<file path="src/rtl/gc_frame_receiver_if.sv">
// Bus between the console-side controller and the one-wire reply receiver.
// master: the console logic that drives the line and arms the receiver.
// slave:  the receiver, which returns validated frames and status.
interface gc_frame_receiver_if #(
    parameter int FRAME_BITS = 64
);
    logic                  line_in;
    logic                  arm;
    logic [FRAME_BITS-1:0] data_out;
    logic                  frame_valid;
    logic                  frame_err;
    logic [1:0]            err_code;
    logic                  busy;
    logic                  present;

    modport master (
        output line_in,
        output arm,
        input  data_out,
        input  frame_valid,
        input  frame_err,
        input  err_code,
        input  busy,
        input  present
    );

    modport slave (
        input  line_in,
        input  arm,
        output data_out,
        output frame_valid,
        output frame_err,
        output err_code,
        output busy,
        output present
    );
endinterface

</file>
<file path="src/rtl/gc_frame_receiver.sv">
// GameCube controller reply receiver.
// Decodes the pulse-width-coded reply that follows a console request and
// publishes only whole frames that ended with a valid stop bit.
//
// state      | meaning
// -----------+-----------------------------------------------------------
// IDLE       | waiting for arm; line activity ignored (console request)
// WAIT_START | armed, waiting for the first falling edge of the reply
// LOW        | measuring a low pulse (bit value or stop bit)
// HIGH       | measuring the high gap between two low pulses
// DONE       | one clock: publish frame, clear failure history
// ERROR      | one clock: report cause, bump failure counter
module gc_frame_receiver #(
    parameter int FRAME_BITS        = 64,
    parameter int THRESH_CLKS       = 50,
    parameter int LOW_MAX_CLKS      = 120,
    parameter int GAP_MAX_CLKS      = 250,
    parameter int RESP_TIMEOUT_CLKS = 2500,
    parameter int NO_CON_LIMIT      = 4
) (
    input  logic clk,
    input  logic reset,
    gc_frame_receiver_if.slave rx
);

    localparam int LOW_W  = $clog2(LOW_MAX_CLKS + 2);
    localparam int HIGH_W = $clog2(GAP_MAX_CLKS + 2);
    localparam int TMR_W  = $clog2(RESP_TIMEOUT_CLKS + 1);
    localparam int IDX_W  = $clog2(FRAME_BITS + 1);
    localparam int FAIL_W = $clog2(NO_CON_LIMIT + 1);

    localparam logic [LOW_W-1:0]  LOW_THRESH = LOW_W'(THRESH_CLKS);
    localparam logic [LOW_W-1:0]  LOW_MAX    = LOW_W'(LOW_MAX_CLKS);
    localparam logic [LOW_W-1:0]  LOW_SAT    = LOW_W'(LOW_MAX_CLKS + 1);
    localparam logic [HIGH_W-1:0] HIGH_MAX   = HIGH_W'(GAP_MAX_CLKS);
    localparam logic [HIGH_W-1:0] HIGH_SAT   = HIGH_W'(GAP_MAX_CLKS + 1);
    localparam logic [TMR_W-1:0]  TMR_LOAD   = TMR_W'(RESP_TIMEOUT_CLKS);
    localparam logic [IDX_W-1:0]  IDX_LAST   = IDX_W'(FRAME_BITS);
    localparam logic [FAIL_W-1:0] FAIL_LIM   = FAIL_W'(NO_CON_LIMIT);
    localparam logic [FAIL_W-1:0] FAIL_DROP  = FAIL_W'(NO_CON_LIMIT - 1);

    localparam logic [1:0] ERR_NONE    = 2'd0;
    localparam logic [1:0] ERR_NO_RESP = 2'd1;
    localparam logic [1:0] ERR_LOW     = 2'd2;
    localparam logic [1:0] ERR_GAP     = 2'd3;

    typedef enum logic [2:0] {
        IDLE       = 3'd0,
        WAIT_START = 3'd1,
        LOW        = 3'd2,
        HIGH       = 3'd3,
        DONE       = 3'd4,
        ERROR      = 3'd5
    } state_t;

    state_t state;
    state_t state_next;

    logic sync_1;
    logic sync_2;
    logic sync_3;
    logic fall;
    logic rise;

    logic [TMR_W-1:0]      resp_timer;
    logic [LOW_W-1:0]      low_cnt;
    logic [HIGH_W-1:0]     high_cnt;
    logic [IDX_W-1:0]      bit_idx;
    logic [FRAME_BITS-1:0] shift_reg;
    logic [1:0]            cause_q;
    logic [FAIL_W-1:0]     fail_cnt;

    logic [FRAME_BITS-1:0] data_out_q;
    logic                  frame_valid_q;
    logic                  frame_err_q;
    logic [1:0]            err_code_q;
    logic                  present_q;

    logic       ld_timer;
    logic       dec_timer;
    logic       ld_low;
    logic       inc_low;
    logic       ld_high;
    logic       inc_high;
    logic       clr_frame;
    logic       shift_en;
    logic       shift_bit;
    logic       set_cause;
    logic [1:0] cause_val;

    // Both edges go through the same three flops, so measured widths equal
    // the true widths on the wire.
    assign fall = sync_3 & ~sync_2;
    assign rise = ~sync_3 & sync_2;

    // Synchroniser and edge-detect flop; line idles high.
    always_ff @(posedge clk) begin
        if (reset) begin
            sync_1 <= 1'b1;
            sync_2 <= 1'b1;
            sync_3 <= 1'b1;
        end else begin
            sync_1 <= rx.line_in;
            sync_2 <= sync_1;
            sync_3 <= sync_2;
        end
    end

    // State register; reset has priority over a coincident arm.
    always_ff @(posedge clk) begin
        if (reset) begin
            state <= IDLE;
        end else begin
            state <= state_next;
        end
    end

    // Next-state decode and datapath strobes. Over-length checks win over a
    // coincident edge so a pulse one clock too long is never accepted.
    always_comb begin
        state_next = state;
        ld_timer   = 1'b0;
        dec_timer  = 1'b0;
        ld_low     = 1'b0;
        inc_low    = 1'b0;
        ld_high    = 1'b0;
        inc_high   = 1'b0;
        clr_frame  = 1'b0;
        shift_en   = 1'b0;
        shift_bit  = 1'b0;
        set_cause  = 1'b0;
        cause_val  = ERR_NONE;
        case (state)
            IDLE: begin
                if (rx.arm) begin
                    state_next = WAIT_START;
                    clr_frame  = 1'b1;
                    ld_timer   = 1'b1;
                end
            end
            WAIT_START: begin
                dec_timer = 1'b1;
                if (fall) begin
                    state_next = LOW;
                    ld_low     = 1'b1;
                end else if (resp_timer == '0) begin
                    state_next = ERROR;
                    set_cause  = 1'b1;
                    cause_val  = ERR_NO_RESP;
                end
            end
            LOW: begin
                inc_low = 1'b1;
                if (low_cnt > LOW_MAX) begin
                    state_next = ERROR;
                    set_cause  = 1'b1;
                    cause_val  = ERR_LOW;
                end else if (rise) begin
                    if (bit_idx < IDX_LAST) begin
                        shift_en   = 1'b1;
                        shift_bit  = (low_cnt > LOW_THRESH) ? 1'b0 : 1'b1;
                        state_next = HIGH;
                        ld_high    = 1'b1;
                    end else if (low_cnt > LOW_THRESH) begin
                        state_next = ERROR;
                        set_cause  = 1'b1;
                        cause_val  = ERR_GAP;
                    end else begin
                        state_next = DONE;
                    end
                end
            end
            HIGH: begin
                inc_high = 1'b1;
                if (high_cnt > HIGH_MAX) begin
                    state_next = ERROR;
                    set_cause  = 1'b1;
                    cause_val  = ERR_GAP;
                end else if (fall) begin
                    state_next = LOW;
                    ld_low     = 1'b1;
                end
            end
            DONE:    state_next = IDLE;
            ERROR:   state_next = IDLE;
            default: state_next = IDLE;
        endcase
    end

    // Response timeout (down-counter) and saturating pulse-width counters.
    always_ff @(posedge clk) begin
        if (reset) begin
            resp_timer <= '0;
            low_cnt    <= '0;
            high_cnt   <= '0;
        end else begin
            if (ld_timer) begin
                resp_timer <= TMR_LOAD;
            end else if (dec_timer && resp_timer != '0) begin
                resp_timer <= resp_timer - TMR_W'(1);
            end
            if (ld_low) begin
                low_cnt <= LOW_W'(1);
            end else if (inc_low && low_cnt != LOW_SAT) begin
                low_cnt <= low_cnt + LOW_W'(1);
            end
            if (ld_high) begin
                high_cnt <= HIGH_W'(1);
            end else if (inc_high && high_cnt != HIGH_SAT) begin
                high_cnt <= high_cnt + HIGH_W'(1);
            end
        end
    end

    // Bit collection: first received bit ends up at the MSB.
    always_ff @(posedge clk) begin
        if (reset) begin
            shift_reg <= '0;
            bit_idx   <= '0;
            cause_q   <= ERR_NONE;
        end else begin
            if (clr_frame) begin
                shift_reg <= '0;
                bit_idx   <= '0;
            end else if (shift_en) begin
                shift_reg <= {shift_reg[FRAME_BITS-2:0], shift_bit};
                bit_idx   <= bit_idx + IDX_W'(1);
            end
            if (set_cause) begin
                cause_q <= cause_val;
            end
        end
    end

    // Registered outputs: the strobe and its data/status appear together,
    // and data_out only ever changes to a complete validated frame.
    always_ff @(posedge clk) begin
        if (reset) begin
            data_out_q    <= '0;
            frame_valid_q <= 1'b0;
            frame_err_q   <= 1'b0;
            err_code_q    <= ERR_NONE;
            fail_cnt      <= '0;
            present_q     <= 1'b0;
        end else begin
            frame_valid_q <= (state == DONE);
            frame_err_q   <= (state == ERROR);
            if (state == DONE) begin
                data_out_q <= shift_reg;
                err_code_q <= ERR_NONE;
                fail_cnt   <= '0;
                present_q  <= 1'b1;
            end else if (state == ERROR) begin
                err_code_q <= cause_q;
                if (fail_cnt != FAIL_LIM) begin
                    fail_cnt <= fail_cnt + FAIL_W'(1);
                end
                if (fail_cnt >= FAIL_DROP) begin
                    present_q <= 1'b0;
                end
            end
        end
    end

    assign rx.data_out    = data_out_q;
    assign rx.frame_valid = frame_valid_q;
    assign rx.frame_err   = frame_err_q;
    assign rx.err_code    = err_code_q;
    assign rx.busy        = (state != IDLE);
    assign rx.present     = present_q;

endmodule

</file>
<file path="src/flat_wrapper.sv">
// flat-port wrapper written by rule: the top's interface ports become plain ports
module gc_frame_receiver_flat 
#(
    parameter int FRAME_BITS        = 64,
    parameter int THRESH_CLKS       = 50,
    parameter int LOW_MAX_CLKS      = 120,
    parameter int GAP_MAX_CLKS      = 250,
    parameter int RESP_TIMEOUT_CLKS = 2500,
    parameter int NO_CON_LIMIT      = 4
)
  (clk, reset, rx_line_in, rx_arm, rx_data_out, rx_frame_valid, rx_frame_err, rx_err_code, rx_busy, rx_present);
  gc_frame_receiver_if #(.FRAME_BITS(FRAME_BITS)) rx_i ();
  input  logic clk;
  input  logic reset;
  input wire logic [$bits(rx_i.line_in)-1:0] rx_line_in;
  input wire logic [$bits(rx_i.arm)-1:0] rx_arm;
  output wire logic [$bits(rx_i.data_out)-1:0] rx_data_out;
  output wire logic [$bits(rx_i.frame_valid)-1:0] rx_frame_valid;
  output wire logic [$bits(rx_i.frame_err)-1:0] rx_frame_err;
  output wire logic [$bits(rx_i.err_code)-1:0] rx_err_code;
  output wire logic [$bits(rx_i.busy)-1:0] rx_busy;
  output wire logic [$bits(rx_i.present)-1:0] rx_present;
  assign rx_i.line_in = rx_line_in;
  assign rx_i.arm = rx_arm;
  assign rx_data_out = rx_i.data_out;
  assign rx_frame_valid = rx_i.frame_valid;
  assign rx_frame_err = rx_i.frame_err;
  assign rx_err_code = rx_i.err_code;
  assign rx_busy = rx_i.busy;
  assign rx_present = rx_i.present;
  gc_frame_receiver #(.FRAME_BITS(FRAME_BITS), .THRESH_CLKS(THRESH_CLKS), .LOW_MAX_CLKS(LOW_MAX_CLKS), .GAP_MAX_CLKS(GAP_MAX_CLKS), .RESP_TIMEOUT_CLKS(RESP_TIMEOUT_CLKS), .NO_CON_LIMIT(NO_CON_LIMIT)) u_core (.clk(clk), .reset(reset), .rx(rx_i));
endmodule
</file>
<file path="config.mk">
export PLATFORM = sky130hd
export DESIGN_NAME = gc_frame_receiver_flat
export DESIGN_NICKNAME = d
export VERILOG_FILES = /design/src/rtl/gc_frame_receiver_if.sv /design/src/rtl/gc_frame_receiver.sv /design/src/flat_wrapper.sv
export SDC_FILE = /design/constraint.sdc
export NUM_CORES = 1
export LEC_CHECK = 0
export BUFFER_PORTS_ARGS = -buffer_cell sky130_fd_sc_hd__buf_2
export CAP_MARGIN = 10
export CORE_ASPECT_RATIO = 0.9
export CORE_UTILIZATION = 57
export CTS_CLUSTER_SIZE = 40
export DETAILED_ROUTE_END_ITERATION = 8
export MAX_ROUTING_LAYER = met4
export PLACE_DENSITY_LB_ADDON = 0.25
export SLEW_MARGIN = 20
export SYNTH_ARGS = -nofsm -noshare
export SYNTH_HDL_FRONTEND = slang
export SYNTH_SLANG_ARGS = --single-unit
</file>
<file path="constraint.sdc">
create_clock -name clk -period 1.95 [get_ports clk]
set_input_delay 0.195 -clock clk [delete_from_list [all_inputs] [get_ports clk]]
set_output_delay 0.195 -clock clk [all_outputs]
set_load 0.02 [all_outputs]
</file>
==> out/qor.yml, run 1 <==
yosys:
  synth_commonest_cells: "178 x dfxtp_1, 149 x nand2_1, 80 x a21oi_1, 64 x a22o_1, 38 x nor2_1"
  synth_top_area_share_pct: 54.57
  ys_warn_count: 0
  avgSynthCellArea_sq_um: 9.315
  synth_nets: 715
  synth_top_family_by_area: "compound AO/OA/AOI/OAI gates"
  synth_edf_count: 0
  ys_async_sr_fraction_pct: 0
  synth_cell_type_count: 55
  yosysSeqAreaShare_pct: 54.57
  yosysMostFrequentCell: "dfxtp_1"
  yosys.area_share.simple_pct: 16.94
  synth-seq-cells: 178
  synth_compound_area_share_pct: 19.10
  synth_xor_area_share_pct: 3.219
  synth_adder_area_share_pct: 1.916
  synth_flop_cell: "dfxtp_1"
  synthCells: 701
  synthMuxAreaShare_pct: 0.4599
  syn_area_sq_um: 6530
  synth_top_cells_by_area: "dfxtp_1 55%, a22o_1 8.6%, nand2_1 8.6%, a21oi_1 6.1%, nor2_1 2.2%"
  synth_area_leader_cell: "dfxtp_1"
cts:
  clkLatencyLatePin_ns: 0.43
  post_cts_buffers: 0
  cts.clk_slew.worst_paths_ns: 0.06
  cts_htree_levels: 4
  cts_root_buf: "clkbuf_16"
  cts_sinks: 178
  numCtsBuffers: 17
  tritoncts: "built"
  cts_buffer_depth: 2
pwr:
  vdd_drop_max_mv: 0.9987
  p_per_area_nw_per_um2: 1195
  power_leakage_nw: 3.036
finish:
  regArea_sq_um: 3563
  final_cell_area_sq_um: 7791
  fillers: 841
  area_growth_pct: 19.31
  final_util_pct: 70.89
  antennaDiodeCount: 0
  nets: 781
  multi_input_area_sq_um: 2755
  drive_gt1_share_pct: 17.82
detailed_routing:
  firstDrtPassIters: 5
  wl_per_cell_um: 14.97
  via_per_inst: 5.578
  via_count: 5199
  ant_nets: 0
  drt_wl_total_mm: 13.95
  drt_iter0_drc: 399
  drc: 0
sta:
  hold_viol_final: 0
  finalMaxSlewViolations: 0
  worst_pin_slew_ns: 0.5192
  period_share_pct: 95.07
  finalSetupViolCount: 0
  tns_ns: 0
  finalCriticalPeriod_ns: 1.854
  max_clock_freq_ghz: 0.5394
  rsz0062_at_grt: "false"
  layout_setup_ws_ns: 0.09619
  maxSlewHeadroom_pct: 65.28
  fin_skew_ns: 0.006229
setup_path:
  worstPathArrival_ns: 2.21
  cp_top_family: "simple AND/OR/NAND/NOR gates"
  crit_chain: "or4_4 -> nor3_2 -> nand3_2 -> or4_1 -> a31oi_1"
  crit_path_max_fanout: 6
  critical_path_required_ns: 2.30
  slowest_stage: "or4_4"
  critPathMaxStageDelay_ns: 0.56
  start_kind: "register"
  endpoint_kind: "register"
  critPathBufInv: 0
  critical_path_class: "register to register"
place:
  dpl.hpwl_mm: 8.815
  portBuffers: 73
  dp_slack_ns: 0.08995
  place_congestion: 0.8152
  placed_area_sq_um: 7117
die:
  core_area_sq_um: 10990
  start_util_pct: 59.41
  core.rowCount: 36
  die_area_sq_um: 11890
  fp.dieW_um: 114.8
  io-pin-count: 74
  die_h_um: 103.5
global_routing:
  grt_pass1_wl_mm: 23.85
  grt_max_degree: 70
  grt_overflow: 0
  antenna_found_initial: 0
  grt_pass1_vias: 5061
  track_usage_pct: 26.11
run_status:
  status: "finished, final reports clean"
job:
  maxCapViolCount: 0
worst_hold_path:
  hold_class: "input pin to register"
[area by class of cell]
cell class                      count  share of cell area, %
Sequential cell                   178                  45.74
Multi-Input combinational cell    466                  35.36
Timing Repair Buffer               92                  7.516
Clock buffer                       20                  5.733
Clock inverter                     12                  2.634
Tap cell                          152                  2.441
Inverter                           12                 0.5781
[layer usage]
metal	vias to the layer above	share of wire, %	track usage (%)
met5	-	0	-
met4	0	1.7	10.39
met3	20	4.3	5.617
met2	116	50	42.60
met1	2494	44	31.35
li1	2569	-	-
[worst register-to-register path: stages, from the launching register on]
cell and delay, ns:
dfxtp_1 0.37, or4_4 0.56, nor3_2 0.14, nand3_2 0.13, or4_1 0.43, a31oi_1 0.17
[cell usage in the layout, fill, tap and decap left out, types with 3 or more instances in the layout]
| cell | count |
|---|---|
| nand2_1 | 148 |
| buf_2 | 73 |
| bufinv_16 | 5 |
| ha_1 | 10 |
| a311oi_1 | 3 |
| dfxtp_1 | 178 |
| nor2b_1 | 5 |
| a21oi_1 | 79 |
| a211oi_1 | 5 |
| a31oi_1 | 4 |
| or3_1 | 5 |
| o21ai_0 | 9 |
| xnor2_1 | 10 |
| nor2_1 | 37 |
| nand4_1 | 10 |
| buf_4 | 12 |
| nand3b_1 | 3 |
| or2_2 | 5 |
| xor2_1 | 14 |
| clkbuf_16 | 17 |
| mux2i_1 | 3 |
| nand3_1 | 9 |
| inv_1 | 12 |
| a22o_1 | 64 |
| and4_1 | 3 |
| clkinvlp_4 | 4 |
| buf_12 | 6 |
[per-stage QoR]
stage | total power [W] | instances | hold slack (ns)
final | 0.009309 | 932 | 0.1881
after global routing | 0.009703 | 932 | 0.2118
after CTS | 0.009322 | 932 | 0.1722
after detailed placement | 0.005628 | 899 | 0.4024
after global placement | 0.005549 | 899 | 0.3787
after floorplan | 0.005179 | 701 | 0.2988
[where the power goes]
group | internal, W | switching, W | leakage (nW)
logic | 0.000670 | 0.000964 | 1.30
registers | 0.00379 | 0.000177 | 1.44
clock network | 0.00231 | 0.00139 | 0.304
total | 0.00677 | 0.00253 | 3.04
[worst paths after layout]
kind | from | endpoint | slack, ns | cells past startpoint
worst max-delay path | u_core.resp_timer[2]$_SDFFE_PP0P_ | u_core.resp_timer[11]$_SDFFE_PP0P_ | 0.1 | 5
worst max register to register | u_core.resp_timer[2]$_SDFFE_PP0P_ | u_core.resp_timer[11]$_SDFFE_PP0P_ | 0.1 | 5
worst min register to register | u_core.sync_1$_SDFF_PP1_ | u_core.sync_2$_SDFF_PP1_ | 0.42 | 1
worst min-delay path | reset | u_core.low_cnt[0]$_SDFFE_PP0P_ | 0.19 | 2
[cells by family (layout without fill, tap and decap cells)]
| family | after synthesis | in the layout |
|---|---|---|
| fa+ha+maj | 10 | 10 |
| buf+inv | 57 | 136 |
| flops | 178 | 178 |
| simple gates | 246 | 246 |
| mux | 3 | 3 |
| xor+xnor | 24 | 24 |
| compound gates | 183 | 183 |
[what timing repair did]
item                       CTS  global route
hold endpoints to repair     1             0
resized for setup            0             2
hold buffers                 1             0
setup endpoints to repair    0             8
Power figures use the tool's default switching activity.
==> run 2: changes to the inputs <==
- RECOVER_POWER: unset -> 25
==> out/qor.yml, run 2 (synthesis gave the netlist of run 1 again) <==
place:
  placed_cells: 899  # unchanged
  portBuffers: 73  # unchanged
  place_congestion: 0.8152  # unchanged
  dpl.hpwl_mm: 8.815  # unchanged
global_routing:
  grt_max_degree: 70  # unchanged
  grt_overflow: 0  # unchanged
  grt_pass1_wl_mm: 23.85  # unchanged
  grt_pass1_vias: 5061  # unchanged
  antenna_found_initial: 0  # unchanged
  track_usage_pct: 26.11  # unchanged
die:
  core_area_sq_um: 10990  # unchanged
  core.rowCount: 36  # unchanged
  start_util_pct: 59.41  # unchanged
  fp.dieW_um: 114.8  # unchanged
  die_area_sq_um: 11890  # unchanged
  die_h_um: 103.5  # unchanged
  io-pin-count: 74  # unchanged
cts:
  cts_htree_levels: 4  # unchanged
  cts_buffer_depth: 2  # unchanged
  cts_root_buf: "clkbuf_16"
  cts.clk_slew.worst_paths_ns: 0.06  # about the same
  cts_sinks: 178  # unchanged
  post_cts_buffers: 0  # unchanged
  tritoncts: "built"
  numCtsBuffers: 17  # unchanged
  clkLatencyLatePin_ns: 0.43  # about the same
finish:
  final_util_pct: 70.24  # -0.65 points
  final_common_cell: "dfxtp_1"
  final_cells: 932  # unchanged
  antennaDiodeCount: 0  # unchanged
  nets: 781  # unchanged
  fillers: 870  # +3.4%
  area_growth_pct: 18.22
  mostFrequentLayoutCells: "178 x dfxtp_1, 148 x nand2_1, 79 x a21oi_1, 64 x a22o_1, 59 x clkbuf_1"
  drive_gt1_share_pct: 10.51  # -7.3 points
worst_hold_path:
  hold_class: "input pin to register"
setup_path:
  critical_path_class: "register to register"
  critical_path_required_ns: 2.30  # about the same
  endpoint_kind: "register"
  crit_chain: "or4_4 -> nor3_2 -> nand3_2 -> or4_1 -> a31oi_1"
  worstPathArrival_ns: 2.21  # about the same
  start_kind: "register"
  critPathMaxStageDelay_ns: 0.56  # about the same
  slowest_stage: "or4_4"
  crit_path_max_fanout: 6  # unchanged
pwr:
  power_leakage_nw: 2.784  # -8.3%
  total_power_w: 0.009310  # about the same
  vdd_drop_max_mv: 0.9975  # -0.12%
  p_per_area_nw_per_um2: 1206  # +0.93%
detailed_routing:
  met1_length_mm: 6.120  # -0.16%
  wl_met2_mm: 6.960  # -0.32%
  drc: 0  # unchanged
  drt_iter0_drc: 382  # -4.3%
  via_per_inst: 5.609  # +0.56%
  wl_met3_um: 641  # +7.9%
  firstDrtPassIters: 5  # unchanged
  drt_wl_total_mm: 13.99  # +0.32%
  via_count: 5228  # +0.56%
  ant_nets: 0  # unchanged
  wl_per_cell_um: 15.01  # +0.32%
  routed.top_layer: "met4"
sta:
  hold_viol_final: 0  # unchanged
  period_share_pct: 95.07  # about the same
  maxSlewHeadroom_pct: 64.75  # -0.52 points
  max_clock_freq_ghz: 0.5394  # about the same
  worst_pin_slew_ns: 0.5271  # +0.007835 ns
  tns_ns: 0  # unchanged
  rsz0062_at_grt: "false"
  finalSetupViolCount: 0  # unchanged
  finalCriticalPeriod_ns: 1.854  # -0.00002930 ns
  fin_skew_ns: 0.007893  # +0.001663 ns
  finalMaxSlewViolations: 0  # unchanged
job:
  maxCapViolCount: 0  # unchanged
run_status:
  status: "finished, final reports clean"
-- run 2: changes by cell type in the layout (fill, tap and decap cells not counted) --
cell,change
buf_2,-57
clkbuf_1,+57
-- run 2: report_power, final --
group	switching, W	leakage (nW)	internal (W)
logic	0.000964	1.04	0.000669
registers	0.000178	1.44	0.00379
clock network	0.00139	0.304	0.00231
total	0.00254	2.78	0.00677
-- run 2: metrics by stage --
stage | hold WS [ns] | cell area (sq um) | setup WS (ns)
after global placement | 0.3787 | 7117 | 0.1545
after global routing | 0.2118 | 7720 | 0.004639
final | 0.1952 | 7720 | 0.09621
after CTS | 0.1722 | 7779 | 0.05992
after floorplan | 0.2988 | 6530 | 0.2072
after detailed placement | 0.4024 | 7117 | 0.08995
-- run 2: critical path, delay by kind of cell (launching register included) --
| kind | cells | cell delay, ns |
|---|---|---|
| AND/OR/NAND/NOR | 4 | 1.26 |
| flip-flops | 1 | 0.37 |
| AO/OA/AOI/OAI | 1 | 0.17 |
-- run 2: cell type report --
type | count | area [sq um] | share of cell area, %
flip-flops and latches | 178 | 3563 | 46.16
multi-input cells | 466 | 2755 | 35.69
repair buffers | 92 | 514.2 | 6.661
clock buffers | 20 | 446.7 | 5.786
clock inverters | 12 | 205.2 | 2.658
well taps | 152 | 190.2 | 2.464
inverters | 12 | 45.04 | 0.5835
-- run 2: final timing paths --
path | depth (start not counted) | slack [ns] | startpoint | end
max | 5 | 0.1 | u_core.resp_timer[2]$_SDFFE_PP0P_ | u_core.resp_timer[11]$_SDFFE_PP0P_
min | 2 | 0.20 | reset | u_core.rx.frame_err$_SDFF_PP0_
max reg2reg | 5 | 0.1 | u_core.resp_timer[2]$_SDFFE_PP0P_ | u_core.resp_timer[11]$_SDFFE_PP0P_
min reg2reg | 1 | 0.42 | u_core.sync_1$_SDFF_PP1_ | u_core.sync_2$_SDFF_PP1_
-- run 2: timing repair --
item                       CTS  global route
hold endpoints to repair     1             0
hold buffers                 1             0
resized for setup            0             2
setup endpoints to repair    0             8
-- run 2: per-layer routing --
layer / vias up / GRT usage [%]
met5: - / -
met4: 0 / 10.39
met3: 24 / 5.617
met2: 133 / 42.60
met1: 2500 / 31.35
li1: 2571 / -
